==> config.mk <==
export PLATFORM = sky130hd
export DESIGN_NAME = change_logger
export DESIGN_NICKNAME = d
export VERILOG_FILES = /design/src/rtl/change_logger_defs.vh /design/src/rtl/change_logger_pkg.sv /design/src/rtl/change_logger_sync_fifo.sv /design/src/rtl/change_logger.sv
export SDC_FILE = /design/constraint.sdc
export NUM_CORES = 1
export LEC_CHECK = 0
export BUFFER_PORTS_ARGS = -buffer_cell sky130_fd_sc_hd__buf_2
export CORE_MARGIN = 5
export CORE_UTILIZATION = 59
export DETAILED_ROUTE_END_ITERATION = 10
export MAX_ROUTING_LAYER = met4
export PLACE_DENSITY = 0.78
export SKIP_CTS_REPAIR_TIMING = 1
export SLEW_MARGIN = 20
export SYNTH_ARGS = -nofsm -noshare
export SYNTH_HDL_FRONTEND = slang
export SYNTH_HIERARCHICAL = 1
export SYNTH_SLANG_ARGS = --single-unit
==> constraint.sdc <==
create_clock -name clk -period 5 [get_ports clk]
set_clock_uncertainty 0.05 [all_clocks]
set_input_delay 0.5 -clock clk [delete_from_list [all_inputs] [get_ports clk]]
set_output_delay 0.5 -clock clk [all_outputs]
set_load 0.005 [all_outputs]
==> src/rtl/change_logger_defs.vh <==
// Default parameters and entry layout for change_logger, shared with benches.
`ifndef CHANGE_LOGGER_DEFS_VH
`define CHANGE_LOGGER_DEFS_VH

`define CL_WIDTH_DEF  7
`define CL_TS_W_DEF   16
`define CL_DEPTH_DEF  8

// Entry word is {timestamp, vector}; the vector occupies the low bits.
`define CL_VEC_LSB(w, t)    0
`define CL_TS_LSB(w, t)     (w)
`define CL_ENTRY_W(w, t)    ((t) + (w))

`endif

==> src/rtl/change_logger_pkg.sv <==
// Shared defaults and types for the change logger and its event FIFO.
package change_logger_pkg;

  localparam int unsigned CL_WIDTH = 7;
  localparam int unsigned CL_TS_W  = 16;
  localparam int unsigned CL_DEPTH = 8;

  typedef enum logic [1:0] {
    OP_NONE = 2'b00,
    OP_POP  = 2'b01,
    OP_PUSH = 2'b10,
    OP_BOTH = 2'b11
  } fifo_op_e;

  function automatic fifo_op_e fifo_op(input logic push_ok, input logic pop_ok);
    return fifo_op_e'({push_ok, pop_ok});
  endfunction

endpackage

==> src/rtl/change_logger_sync_fifo.sv <==
// Show-ahead synchronous FIFO; a push into a full FIFO is accepted when a pop happens on the same edge.
module sync_fifo
  import change_logger_pkg::*;
#(
  parameter int unsigned DW    = 8,
  parameter int unsigned DEPTH = 8
) (
  input  logic                     clk,
  input  logic                     rst_n,
  input  logic                     push,
  input  logic                     pop,
  input  logic [DW-1:0]            din,
  output logic [DW-1:0]            dout,
  output logic                     full,
  output logic                     empty,
  output logic [$clog2(DEPTH):0]   count
);

  localparam int unsigned AW = $clog2(DEPTH);
  localparam int unsigned CW = AW + 1;

  logic [DW-1:0] mem_q [DEPTH];
  logic [AW-1:0] wr_ptr_q, wr_ptr_d;
  logic [AW-1:0] rd_ptr_q, rd_ptr_d;
  logic [CW-1:0] cnt_q, cnt_d;
  logic          push_ok, pop_ok;
  fifo_op_e      op;

  always_comb begin
    empty   = (cnt_q == '0);
    full    = (cnt_q == CW'(DEPTH));
    pop_ok  = pop & ~empty;
    push_ok = push & (~full | pop_ok);
    op      = fifo_op(push_ok, pop_ok);

    wr_ptr_d = wr_ptr_q;
    rd_ptr_d = rd_ptr_q;
    cnt_d    = cnt_q;
    // Pointers wrap naturally because DEPTH is a power of two.
    case (op)
      OP_PUSH: begin
        wr_ptr_d = wr_ptr_q + AW'(1);
        cnt_d    = cnt_q + CW'(1);
      end
      OP_POP: begin
        rd_ptr_d = rd_ptr_q + AW'(1);
        cnt_d    = cnt_q - CW'(1);
      end
      OP_BOTH: begin
        wr_ptr_d = wr_ptr_q + AW'(1);
        rd_ptr_d = rd_ptr_q + AW'(1);
      end
      default: ;
    endcase
  end

  always_ff @(posedge clk or negedge rst_n) begin
    if (!rst_n) begin
      wr_ptr_q <= '0;
      rd_ptr_q <= '0;
      cnt_q    <= '0;
    end else begin
      wr_ptr_q <= wr_ptr_d;
      rd_ptr_q <= rd_ptr_d;
      cnt_q    <= cnt_d;
    end
  end

  always_ff @(posedge clk) begin
    if (push_ok) mem_q[wr_ptr_q] <= din;
  end

  assign dout  = mem_q[rd_ptr_q];
  assign count = cnt_q;

endmodule

==> src/rtl/change_logger.sv <==
// Logs {timestamp, vector} whenever the observed vector changes (or on the first enabled edge after arming).
module change_logger
  import change_logger_pkg::*;
#(
  parameter int unsigned WIDTH = CL_WIDTH,
  parameter int unsigned TS_W  = CL_TS_W,
  parameter int unsigned DEPTH = CL_DEPTH
) (
  input  logic                      clk,
  input  logic                      rst_n,
  input  logic                      en,
  input  logic [WIDTH-1:0]          sample_in,
  input  logic                      rd_en,
  output logic                      rd_valid,
  output logic [TS_W+WIDTH-1:0]     rd_data,
  output logic [$clog2(DEPTH):0]    count,
  output logic                      overflow,
  input  logic                      clr_ovf
);

  logic [TS_W-1:0]  ts_q, ts_d;
  logic [WIDTH-1:0] prev_q, prev_d;
  logic             armed_q, armed_d;
  logic             ovf_q, ovf_d;
  logic             event_w, drop;
  logic             fifo_full, fifo_empty;

  always_comb begin
    event_w = en & (armed_q | (sample_in != prev_q));
    // A pop on the same edge frees a slot, so only a non-popping full FIFO drops.
    drop    = event_w & fifo_full & ~(rd_en & ~fifo_empty);

    ts_d    = en ? ts_q + TS_W'(1) : ts_q;
    prev_d  = en ? sample_in : prev_q;

    armed_d = armed_q;
    if (!en)          armed_d = 1'b1;
    else if (event_w) armed_d = 1'b0;

    ovf_d = ovf_q;
    if (drop)         ovf_d = 1'b1;
    else if (clr_ovf) ovf_d = 1'b0;
  end

  always_ff @(posedge clk or negedge rst_n) begin
    if (!rst_n) begin
      ts_q    <= '0;
      prev_q  <= '0;
      armed_q <= 1'b1;
      ovf_q   <= 1'b0;
    end else begin
      ts_q    <= ts_d;
      prev_q  <= prev_d;
      armed_q <= armed_d;
      ovf_q   <= ovf_d;
    end
  end

  sync_fifo #(
    .DW    (TS_W + WIDTH),
    .DEPTH (DEPTH)
  ) u_fifo (
    .clk   (clk),
    .rst_n (rst_n),
    .push  (event_w),
    .pop   (rd_en),
    .din   ({ts_q, sample_in}),
    .dout  (rd_data),
    .full  (fifo_full),
    .empty (fifo_empty),
    .count (count)
  );

  assign rd_valid = ~fifo_empty;
  assign overflow = ovf_q;

endmodule

# Word level (Yosys, flattened, before mapping)
# Memories as Yosys holds them, arrays and structs flattened.
# Index checks and enable logic that the tools add are counted.
[op_classes]
add_sub_neg = 5
n_eq_ne = 6
mux = 7
n_bitwise = 10
n_reduce_logical = 5
[op_table]
columns = ["op", "count"]
rows = [
  ["adder 16 x 1 -> 16 bit (second input constant)", 1],
  ["case mux 4 bit (2 select lines)", 1],
  ["!= test 7 bit", 1],
  ["adder 3 x 1 -> 3 bit (second input constant)", 2],
  ["2-to-1 mux 1 bit", 6],
  ["bitwise AND 1 bit", 5],
  ["adder 4 x 1 -> 4 bit (second input constant)", 1],
  ["equality test 2 bit (second input constant)", 2],
  ["equality test 4 bit (second input constant)", 1],
  ["zero test 4 bit", 1],
  ["nonzero test 2 bit", 2],
  ["OR reduction 2 bit", 2],
  ["subtractor 4 x 1 -> 4 bit (second input constant)", 1],
  ["NOT 1 bit", 3],
  ["equality test 2 x 1 -> 1 bit (second input constant)", 1],
  ["!= test 2 x 1 -> 1 bit (second input constant)", 1],
  ["bitwise OR 1 bit", 2],
]
[totals]
reg_bits = 35
ram_bits = 184
input_bits = 12
out_inout_bits = 29
wordCells = 41
n_memories = 1
[memory_table]
columns = ["name", "words", "width", "read_ports", "rd_clocked_by_memory_dff", "wr", "line", "text"]
rows = [
  ["u_fifo.mem_q", 8, 23, 1, 0, 1, "change_logger_sync_fifo.sv:22", "logic [DW-1:0] mem_q [DEPTH];"],
]

# Logic depth before layout (Yosys ltp)
[logic_depth]
depth_word = 7
depth_mapped = 10
mapped_depth_nobuf = 9

# Cells and area by module
# Netlist, hierarchy kept.
[modules_own_cells]
columns = ["mod", "instances", "cells_each", "area_each_um2", "seq_area_each_um2"]
rows = [
  ["sync_fifo", 1, 336, 7674.9, 5775.5],
  ["change_logger", 1, 89, 1116.1, 626.9],
]

# Worst setup path after synthesis
# No wires, ideal clock.
[synth_path]
path_kind = "input -> register"
from = "input sample_in[5]"
to = "memory u_fifo/mem_q[0][0] (netlist bit), enable pin"
setup_time_ps = 461
t_arrival_ps = 3342
required_time_ps = 4489
slack_ps = 1147
cell_stages = 5
n_path_buf = 0
path_cell_list = "xor2_1 > nor4_1 > a21oi_1 > o21ai_2 > nor4_1"
[synth_via]
elab_chain_len = 6
[synth_lines]
columns = ["element", "line", "text"]
rows = [
  ["start: declaration", "change_logger.sv:12", "input logic [WIDTH-1:0] sample_in,"],
  ["!= test 7 bit", "change_logger.sv:29", "event_w = en & (armed_q | (sample_in != prev_q));"],
  ["bitwise OR 1 bit", "change_logger.sv:29", ""],
  ["bitwise AND 1 bit", "change_logger.sv:29", ""],
  ["via event_w", "change_logger.sv:25", "logic event_w, drop;"],
  ["bitwise AND 1 bit", "change_logger_sync_fifo.sv:33", "push_ok = push & (~full | pop_ok);"],
  ["2-to-1 mux 1 bit", "change_logger_sync_fifo.sv:70", "if (push_ok) mem_q[wr_ptr_q] <= din;"],
  ["2-to-1 mux 1 bit (not written as such)", "change_logger_sync_fifo.sv:70", ""],
  ["end: declaration", "change_logger_sync_fifo.sv:22", ""],
]
# The timed path passes the listed nets, and every way through them passes these cells.

# Final worst setup path
[layout_path]
from = "register u_fifo.rd_ptr_q[0]"
to = "output rd_data[9]"
[layout_via]
elab_chain_len = 1
[layout_lines]
columns = ["element", "line", "text"]
rows = [
  ["start: declaration", "change_logger_sync_fifo.sv:24", "logic [AW-1:0] rd_ptr_q, rd_ptr_d;"],
  ["start signal: assignment", "change_logger_sync_fifo.sv:64", "rd_ptr_q <= rd_ptr_d;"],
  ["memory (8 x 23 bit)", "--", ""],
  ["end: declaration", "change_logger.sv:15", "output logic [TS_W+WIDTH-1:0] rd_data,"],
]
# No other way between the ends.

==> results.py <==
metrics = {
    "sta": {
        "final_max_slew_viol_count": 0,
        "fin_crit_sh_pct": 69.4,
        "slew_headroom_pct": 37.3,
        "whs_ps": 63.9,
        "fin_crit_ps": 3470,
        "worstMarginPinSlew_ps": 938,
        "setup_viol": 0,
        "rsz0062_at_grt": "false",
        "tns_ps": 0,
        "hold_viol_final": 0,
        "fmax_mhz": 288,
    },
    "detailed_routing": {
        "vias_per_cell": 6.07,
        "route.detailed.drc": 0,
        "drt_wl_total_um": 15700,
        "ant_nets": 0,
        "vias": 4143,
        "first_pass_iters": 4,
        "wl_per_cell_um": 23.0,
        "drtIter0Drc": 313,
    },
    "clocking": {
        "clockBufferDepth": 3,
        "clk_latency_ps": 490,
        "cts-root-buf": "clkbuf_16",
        "numCtsBuffers": 21,
        "numClockSinks": 219,
        "cts_tree": "yes",
        "clk_pin_slew_ps": 60,
        "htree_num_levels": 1,
    },
    "critical_path": {
        "crit_slowest_cell": "dfrtp_2",
        "cp-start-kind": "flop",
        "arrival_ps": 2920,
        "worstPathRequired_ps": 4450,
        "reg2reg_depth": 7,
        "rr_endpoint": "u_fifo/count[3]$_DFFE_PN0P_",
        "crit_chain": "buf_4, mux4_1, mux2_2, buf_2",
        "cp_max_fo": 29,
        "path_class": "flop to output pin",
        "r2r_start": "u_fifo/count[0]$_DFFE_PN0P_",
        "slowest_delay_ps": 780,
        "end_kind": "output pin",
        "regToRegSetupSlack_ps": 1800,
    },
    "synthesis": {
        "synth_area_leaders": "edfxtp_1, dfrtp_1, mux4_2",
        "synth.distinct_cells": 41,
        "synth_seq_area_share_pct": 72.8,
        "syn_nets": 446,
        "syn-cell-area_um2": 8790,
        "synth_ff_type": "edfxtp_1",
        "ys_warn_count": 6,
        "synth_area_per_cell_um2": 20.7,
        "synthCells": 425,
        "synth_largest_area_cell": "edfxtp_1",
        "yosysMostFrequentCell": "edfxtp_1",
        "synth_top_area_share_pct": 62.9,
        "synth_common_cells": "edfxtp_1, dfrtp_1, mux2_2, mux4_2, mux4_1",
        "synth_seq_cells": 219,
        "synth_edf_count": 184,
        "ys_async_sr_fraction_pct": 16.0,
    },
    "pwr": {
        "p_per_area_nw_per_um2": 566,
        "p_leak_nw": 3.45,
        "peakVddDrop_mv": 0.365,
        "fin_total_pwr_mw": 5.60,
    },
    "grt": {
        "antenna_found_initial": 0,
        "grt_first_pass_wirelength_um": 25100,
        "grt_usage_pct": 18.9,
        "grt_overflow": 0,
        "grt_max_degree": 49,
        "grt_pass1_vias": 4443,
    },
    "final_layout": {
        "antenna_cells": 0,
        "area_growth_pct": 12.5,
        "drive_gt1_share_pct": 32.9,
        "finish.net_count": 504,
        "final_util_pct": 67.8,
        "fillCellCount": 897,
    },
    "floorplanning": {
        "rows": 44,
        "pin_count": 41,
        "initial_utilization_pct": 60.3,
        "dieArea_um2": 17400,
        "die_h_um": 132,
        "coreArea_um2": 14600,
        "die_x_um": 132,
    },
    "place": {
        "dpl.hpwl_um": 8950,
        "portBuffers": 40,
        "place.gp.congestion": 0.791,
    },
    "job": {
        "max_cap_violations": 0,
    },
    "status": {
        "outcome": "completed",
    },
    "hold_path": {
        "hold_path_class": "input port to async pin",
    },
}
==> critical path: cells and delay by family, from the launching register on <==
kind / cells / cell delay (ps)
muxes: 2 / 940
DFF: 1 / 780
buffers and inverters: 2 / 710
==> flip-flops by register name, indices dropped and copies added (netlist names) <==
signal / cells
overflow: 1
armed_q: 1
ts_q: 16
u_fifo/rd_ptr_q: 3
u_fifo/wr_ptr_q: 3
u_fifo/mem_q: 184
prev_q: 7
u_fifo/count: 4
==> layout make-up <==
| type | instances | area (um^2) | share of cell area, % |
|---|---|---|---|
| timing repair buffer | 50 | 275 | 2.78 |
| sequential | 219 | 6410 | 64.8 |
| multi-input combinational | 181 | 2290 | 23.1 |
| tap | 184 | 230 | 2.33 |
| clock buffer | 28 | 572 | 5.78 |
| inverter | 10 | 37.5 | 0.379 |
| clock inverter | 10 | 81.3 | 0.822 |
==> metal layers <==
layer  wire length, um  global-route usage, %  part of all wire [%]
met4               288                   4.46                   1.8
met2              8170                   31.7                    52
met1              6600                   24.6                    42
met3               640                   3.24                   4.1
met5                 0                      -                     0
==> worst max-delay path by stage <==
| stage | startpoint | endpoint | cells past startpoint |
|---|---|---|---|
| 6_report | u_fifo/rd_ptr_q[0]$_DFFE_PN0P_ | rd_data[9] | 4 |
| 4_1_cts | u_fifo/rd_ptr_q[0]$_DFFE_PN0P_ | rd_data[9] | 4 |
| 5_1_grt | u_fifo/rd_ptr_q[0]$_DFFE_PN0P_ | rd_data[10] | 4 |
| 3_3_place_gp | sample_in[4] | u_fifo/count[3]$_DFFE_PN0P_ | 10 |
| 2_1_floorplan | sample_in[5] | u_fifo/mem_q[0][0]$_DFFE_PP_ | 5 |
| 3_5_place_dp | sample_in[4] | u_fifo/count[3]$_DFFE_PN0P_ | 10 |
==> placed cells by master (no fill, tap or decap), types with 2 or more instances in the layout <==
master and instances:
inv_1 9, buf_2 40, nand2b_1 2, xor2_1 15, clkbuf_1 5, nor3_2 5
or4b_1 2, nand3_1 5, o21ai_0 2, dfrtp_1 32, nor3b_1 3, buf_4 10
inv_6 2, nand2_1 14, nor2_4 3, nor4_1 3, mux4_2 30, xnor2_1 13
edfxtp_1 184, clkbuf_8 2, nor4_2 2, clkbuf_16 21, nand4_2 2, nor2_1 4
ha_1 8, mux4_1 16, a21oi_1 3, nand4_1 3, mux2_2 33, clkinv_2 3
clkinv_1 3
==> logic make-up after synthesis <==
family          after synthesis  share of synthesized area [%]
compound gates               12                           1.14
xor+xnor                     28                           2.79
fa+ha+maj                     9                           1.37
buf+inv                      25                           1.68
flops                       219                           72.8
mux                          80                           16.8
simple gates                 52                           3.39
==> where the power goes <==
part	total, mW	switching [mW]	internal (mW)	leakage [nW]
Combinational	1.40	0.629	0.774	1.04
Sequential	2.72	0.341	2.37	2.09
Clock	1.49	0.626	0.859	0.319
==> through the flow <==
stage	std cells	cell area [um^2]	setup WS, ps
floorplan	425	8790	1150
global placement	644	9240	1920
detailed placement	644	9240	1710
CTS	682	9890	1440
global route	682	9890	1330
finish	682	9890	1530
No activity file was read; power rests on OpenSTA's default activity.
